`config.mk`:
```
export PLATFORM = sky130hd
export DESIGN_NAME = ifu_fetch
export DESIGN_NICKNAME = d
export VERILOG_FILES = /design/src/rtl/ifu_fetch.sv
export SDC_FILE = /design/constraint.sdc
export NUM_CORES = 1
export LEC_CHECK = 0
export CAP_MARGIN = 20
export CORE_MARGIN = 2
export CORE_UTILIZATION = 46
export DETAILED_ROUTE_END_ITERATION = 7
export MAX_ROUTING_LAYER = met4
export PLACE_DENSITY = 0.94
export RECOVER_POWER = 25
export SYNTH_ARGS = -nofsm -noshare
export SYNTH_HDL_FRONTEND = slang
export SYNTH_SLANG_ARGS = --single-unit
```
`constraint.sdc`:
```
create_clock -name clk -period 3.3 [get_ports clk]
set_input_delay 0.495 -clock clk [delete_from_list [all_inputs] [get_ports clk]]
set_output_delay 0.495 -clock clk [all_outputs]
set_load 0.05 [all_outputs]
```
`src/rtl/ifu_fetch.sv`:
```
// Instruction fetch: owns the PC, fetches one instruction per commit, hands it to decode.
// Latency: request 1 cycle after reset release, decode valid 2+ cycles after request.
// Backpressure: holds ireq_valid/addr until ireq_ready, holds inst/inst_pc until inst_ready.
module ifu_fetch #(
    parameter logic [63:0] RESET_PC = 64'h8000_0000,
    parameter int          CNT_W    = 32
) (
    input  logic             clk,
    input  logic             rst,
    input  logic [63:0]      dnpc,
    input  logic             commit,
    input  logic             halt,
    output logic [63:0]      pc,
    output logic             ireq_valid,
    input  logic             ireq_ready,
    output logic [63:0]      ireq_addr,
    input  logic             iresp_valid,
    input  logic [31:0]      iresp_data,
    input  logic             iresp_err,
    output logic             inst_valid,
    input  logic             inst_ready,
    output logic [31:0]      inst,
    output logic [63:0]      inst_pc,
    output logic             fault,
    output logic             halted,
    output logic [CNT_W-1:0] inst_cnt
);

    typedef enum logic [2:0] {
        S_IDLE,
        S_REQ,
        S_WAIT,
        S_OUT,
        S_EXEC,
        S_HALT
    } state_t;

    state_t state;
    logic   halt_pend;

    assign ireq_addr = pc;

    always_ff @(posedge clk or negedge rst) begin
        if (!rst) begin
            state      <= S_IDLE;
            pc         <= RESET_PC;
            ireq_valid <= 1'b0;
            inst_valid <= 1'b0;
            inst       <= '0;
            inst_pc    <= '0;
            fault      <= 1'b0;
            halted     <= 1'b0;
            inst_cnt   <= '0;
            halt_pend  <= 1'b0;
        end else begin
            case (state)
                S_IDLE: begin
                    ireq_valid <= 1'b1;
                    state      <= S_REQ;
                end
                S_REQ: begin
                    // An accepted request must see its response, so a halt in the
                    // acceptance cycle is deferred to the end of S_WAIT.
                    if (ireq_ready) begin
                        ireq_valid <= 1'b0;
                        halt_pend  <= halt;
                        state      <= S_WAIT;
                    end else if (halt) begin
                        ireq_valid <= 1'b0;
                        halted     <= 1'b1;
                        state      <= S_HALT;
                    end
                end
                S_WAIT: begin
                    if (halt) begin
                        halt_pend <= 1'b1;
                    end
                    if (iresp_valid) begin
                        if (iresp_err) begin
                            fault  <= 1'b1;
                            halted <= 1'b1;
                            state  <= S_HALT;
                        end else if (halt_pend || halt) begin
                            halted <= 1'b1;
                            state  <= S_HALT;
                        end else begin
                            inst       <= iresp_data;
                            inst_pc    <= pc;
                            inst_valid <= 1'b1;
                            state      <= S_OUT;
                        end
                    end
                end
                S_OUT: begin
                    if (halt) begin
                        inst_valid <= 1'b0;
                        halted     <= 1'b1;
                        state      <= S_HALT;
                    end else if (inst_ready) begin
                        inst_valid <= 1'b0;
                        state      <= S_EXEC;
                    end
                end
                S_EXEC: begin
                    if (commit) begin
                        inst_cnt <= inst_cnt + CNT_W'(1);
                        if (dnpc[1:0] != 2'b00) begin
                            fault  <= 1'b1;
                            halted <= 1'b1;
                            state  <= S_HALT;
                        end else begin
                            pc <= dnpc;
                            if (halt) begin
                                halted <= 1'b1;
                                state  <= S_HALT;
                            end else begin
                                ireq_valid <= 1'b1;
                                state      <= S_REQ;
                            end
                        end
                    end else if (halt) begin
                        halted <= 1'b1;
                        state  <= S_HALT;
                    end
                end
                S_HALT: begin
                    halted <= 1'b1;
                end
                default: begin
                    ireq_valid <= 1'b0;
                    inst_valid <= 1'b0;
                    halted     <= 1'b1;
                    state      <= S_HALT;
                end
            endcase
        end
    end

endmodule

```
=== After elaboration in Yosys (flattened, before gate mapping) ===
Index checks and enable logic that the tools add are counted.

* Register bits: 200
* Bits of input ports: 104
* Output and inout port bits: 260
* Logic and storage cells: 92

* Add/subtract/negate cells: 1
* Equality and inequality tests: 19
* Muxes and demuxes: 39
* Bitwise operators: 7
* Reductions and logical operators: 16

{| class="wikitable"
|+ Operators by type and width
! operator !! count
|-
| 32-bit by 1-bit adder with 32-bit output, second input constant || 1
|-
| 3-bit two-way mux || 10
|-
| 1-bit two-way mux || 23
|-
| 2-bit != test, second input constant || 11
|-
| 3-bit case mux with 6 select lines || 1
|-
| 5-bit AND reduction || 3
|-
| 3-bit != test, second input constant || 3
|-
| 3-bit AND reduction || 3
|-
| 4-bit AND reduction || 2
|-
| 1-bit inverter || 7
|-
| 3-bit by 2-bit == test with 1-bit output, second input constant || 2
|-
| 3-bit == test, second input constant || 2
|-
| 2-bit nonzero test || 3
|-
| 1-bit case mux with 5 select lines || 1
|-
| 1-bit case mux with 2 select lines || 2
|-
| 1-bit case mux with 4 select lines || 1
|-
| 4-bit OR reduction || 1
|-
| 3-bit by 1-bit == test with 1-bit output, second input constant || 1
|-
| 3-bit logical NOT || 1
|-
| 1-bit case mux with 3 select lines || 1
|-
| 3-bit OR reduction || 1
|-
| 2-bit AND reduction || 1
|-
| 1-bit logical OR || 1
|}

=== Logic depth before layout (Yosys ltp) ===
* Depth after elaboration: 5
* Gate-level depth with buffers: 7

=== Worst setup path after synthesis ===
OpenSTA, ideal clock, no wires.

* Kind: reg-to-reg
* Start point: register inst_cnt[8]
* End point: register inst_cnt[25]
* Library setup time: 141 ps
* Arrival: 1,851 ps
* Required time: 3,159 ps
* Slack: 1,308 ps
* Cell stages (with the launch flop): 6
* Buffers on the path: 0
* Cell sequence: dfrtp_1 -> and4_1 -> nand3_1 -> nor3_1 -> nand4_1 -> xnor2_1

* Word-level cells in the longest chain between the ends: 1

{| class="wikitable"
|+ Ends and longest elaborated chain
! element !! line !! RTL
|-
| start: declaration || 26 || <nowiki>output logic [CNT_W-1:0] inst_cnt</nowiki>
|-
| start signal: assignment || 106 || <nowiki>inst_cnt <= inst_cnt + CNT_W'(1);</nowiki>
|-
| 32-bit by 1-bit adder with 32-bit output || 106 ||
|}

No other way between the ends.
A chain may end at the register's enable or synchronous reset.

=== Worst setup path in the final report ===
* Start point: register state[1]
* End point: register inst_cnt[29]

* Word-level cells in the longest chain between the ends: 2

{| class="wikitable"
|+ Ends and longest elaborated chain
! element !! line !! RTL
|-
| start: declaration || 38 || <nowiki>state_t state;</nowiki>
|-
| start signal: assignment || 45 || <nowiki>state <= S_IDLE;</nowiki>
|-
| start signal: assignment || 59 || <nowiki>state <= S_REQ;</nowiki>
|-
| start signal: assignment || 67 || <nowiki>state <= S_WAIT;</nowiki>
|-
| 3-bit == test || 56 || <nowiki>case (state)</nowiki>
|-
| 2-bit AND reduction (no source line) || - ||
|}

No other way between the ends.

==> metrics.txt <==
Critical Path Sink Type=flop; Final Hold Viols=0; post-detailed-placement half-perimeter wirelength=17.16 mm; Syn-to-layout area delta=46.50%; fraction of post-synthesis cell area in the top cell type by area=58.66%; Die H=139.9 um; r2r setup slk=0.87 ns; CTS hold repair buffers=0; pin count of the biggest net entering global routing=92; layout cells sized above 1=22.59%; final core utilization=69.00%; number of H-tree levels=4; clock buffer depth=2; TritonCTS clock tree=built; PwrDens=397.5 nW/um2; Final nets=996; Seq cells post-synth=200; antenna violations before repair=0; total of endpoints with negative setup slack in the final report=0; Overflow after GRT=0; instance count of the mapped netlist=587; crit path launch type=flop; leading cell types by total area after synthesis=sky130_fd_sc_hd__dfrtp_1, sky130_fd_sc_hd__mux2_2, sky130_fd_sc_hd__mux2_4; most frequent cell after synthesis=sky130_fd_sc_hd__dfrtp_1; shortest clock period the worst path allows after layout=2.428 ns; antenna cell count=0; gr usage total=24.18%; top cells by count, synth=sky130_fd_sc_hd__dfrtp_1, sky130_fd_sc_hd__mux2_2, sky130_fd_sc_hd__buf_4; sequential cell area=5006 um2; leakage power=5.772 nW; total number of vias=5807; count of yosys warnings during synthesis=0; total of max-cap violations=1; fraction of the yosys area taken by sequential cells=58.97%; RSZ-0062 raised after global routing=no; Post-Synthesis Net Count=692; count of flip-flops with a built-in enable after synthesis=0; cell at the root of the clock tree=sky130_fd_sc_hd__clkbuf_16; Routed Wire Length=23.13 mm; area of the multi-input gates=2869 um2; Final Wtd Congestion=0.8758; Mapped Avg Cell Area=14.46 um2; fill count=1228; floorplan core area=18020 um2; total negative slack=0 ns; Distinct cells, synth=43; total standard cell area after synthesis=8489 um2; ratio of final minimum period to clock period=73.57%; Final Cell Area=12440 um2; Worst VDD drop=0.0003425 V; Clk Latency, worst-skew pair=0.42 ns; cell type with the highest aggregate area in the netlist=sky130_fd_sc_hd__dfrtp_1; Die Area=19560 um2; kind of critical path=flop to flop; most used flip-flop cell after synthesis=sky130_fd_sc_hd__dfrtp_1; total I/O pin count=364; final-report max-slew violation count=91; standard-cell row count=49; min-delay worst type=flop to flop; status=complete, but fails checks; number of clock sinks=200; antenna violation net count after detailed routing=0; initial core utilization=47.10%; number of clock buffers inserted by TritonCTS=17; pin slew with the least headroom to its limit=2.297 ns; wire length of the first global-routing pass=35.57 mm; required time worst endpoint=3.61 ns; arrival time of data at the critical path endpoint=2.74 ns; clock input transition at the sequential cells of the worst setup and hold paths=0.07 ns; per-cell routed wire length=20.43 um; max-slew headroom at the worst pin=-53.12%; fraction of synthesis flops using an asynchronous set or reset pin=100.0%; number of detailed-route iterations in the first pass=4; maximum achievable frequency=411.9 MHz; DRT iter0 DRCs=176; violated checks=max-capacitance violations, max-slew violations; instance area at placement=11880 um2; highest fanout seen on the critical path=15; ratio of routed vias to standard cells=5.130; horizontal die dimension=139.9 um; post-detailed-route DRC marker count=0; number of global-route vias before repair=6164; # Post-CTS Setup Buffers=0; number of gates given a new drive strength after cts=0; worst clock skew=0.009873 ns; port bufs=363
==> cell type report <==
type / instances / share of cell area (%)
Inverter: 2 / 0.06036
Tap cell: 229 / 2.304
Timing Repair Buffer: 370 / 29.73
Sequential cell: 200 / 40.25
Multi-Input combinational cell: 300 / 23.07
Clock buffer: 18 / 3.451
Clock inverter: 13 / 1.137
==> critical path, cell delays in order, from the launching register on <==
cell and delay [ns]:
sky130_fd_sc_hd__dfrtp_1 0.53, sky130_fd_sc_hd__and4bb_1 0.62, sky130_fd_sc_hd__nand3_1 0.27, sky130_fd_sc_hd__nor3_1 0.53, sky130_fd_sc_hd__nand4_1 0.20, sky130_fd_sc_hd__xnor2_1 0.16
==> cells in the final DEF (no fill, tap or decap), types with 3 or more instances in the layout <==
cell type	instances
sky130_fd_sc_hd__clkdlybuf4s50_1	362
sky130_fd_sc_hd__dfrtp_1	199
sky130_fd_sc_hd__mux2_2	119
sky130_fd_sc_hd__mux2_4	40
sky130_fd_sc_hd__xnor2_1	23
sky130_fd_sc_hd__nand2_1	19
sky130_fd_sc_hd__clkbuf_16	17
sky130_fd_sc_hd__nor2_1	14
sky130_fd_sc_hd__nand3_1	12
sky130_fd_sc_hd__nand4_1	9
sky130_fd_sc_hd__xor2_1	8
sky130_fd_sc_hd__a21oi_1	6
sky130_fd_sc_hd__and3_1	5
sky130_fd_sc_hd__clkinvlp_4	5
sky130_fd_sc_hd__inv_8	5
sky130_fd_sc_hd__and4_1	4
sky130_fd_sc_hd__and2_1	4
sky130_fd_sc_hd__o21ai_0	4
sky130_fd_sc_hd__nand2b_1	3
sky130_fd_sc_hd__nor2b_1	3
sky130_fd_sc_hd__clkbuf_2	3
==> state kept, by name, summed over array words and instances, names as in the netlist <==
name,cells
fault,1
halt_pend,1
halted,1
inst,32
inst_cnt,32
inst_pc,64
inst_valid,1
ireq_addr,64
ireq_valid,1
state,3
==> power breakdown <==
part / internal (mW) / leakage [nW] / total (mW) / switching [mW]
Clock: 1.07 / 0.264 / 2.04 / 0.971
Sequential: 2.47 / 2.76 / 2.49 / 0.0254
Combinational: 0.186 / 2.74 / 0.413 / 0.227
Total: 3.72 / 5.77 / 4.94 / 1.22
==> cells by family after synthesis <==
logic type      Yosys count  synth area share [%]
fa+ha+maj                 1                0.1474
compound gates           23                 1.754
simple gates             86                 5.660
buf+inv                  87                 7.413
mux                     159                 22.86
flops                   200                 58.97
xor+xnor                 31                 3.198
==> through the flow <==
stage | power (mW) | std cells | setup WS (ns) | hold slack (ns)
floorplan | 2.716 | 587 | 1.308 | 0.1994
global placement | 2.951 | 1101 | 0.6115 | 0.4545
detailed placement | 2.960 | 1101 | 0.5250 | 0.4578
CTS | 4.990 | 1132 | 0.8913 | 0.1569
global route | 5.117 | 1132 | 0.5285 | 0.4896
finish | 4.943 | 1132 | 0.8722 | 0.4786
==> routing by layer <==
layer | vias to the layer above | share of wire [%] | global-route usage [%]
met4 | 0 | 2.1 | 7.421
met2 | 256 | 53 | 42.18
li1 | 2578 | - | -
met1 | 2941 | 39 | 27.74
met3 | 32 | 6.8 | 5.643
met5 | - | 0 | -
==> worst paths after layout <==
kind,startpoint,depth (start not counted),endpoint
min in group asynchronous,rst,1,inst[19]
worst max-delay path,state[1],5,inst_cnt[29]
worst max register to register,state[1],5,inst_cnt[29]
max in group asynchronous,rst,2,inst_pc[18]
worst min-delay path,halted,1,halted
worst min register to register,halted,1,halted
(Power assumes the default switching activity.)
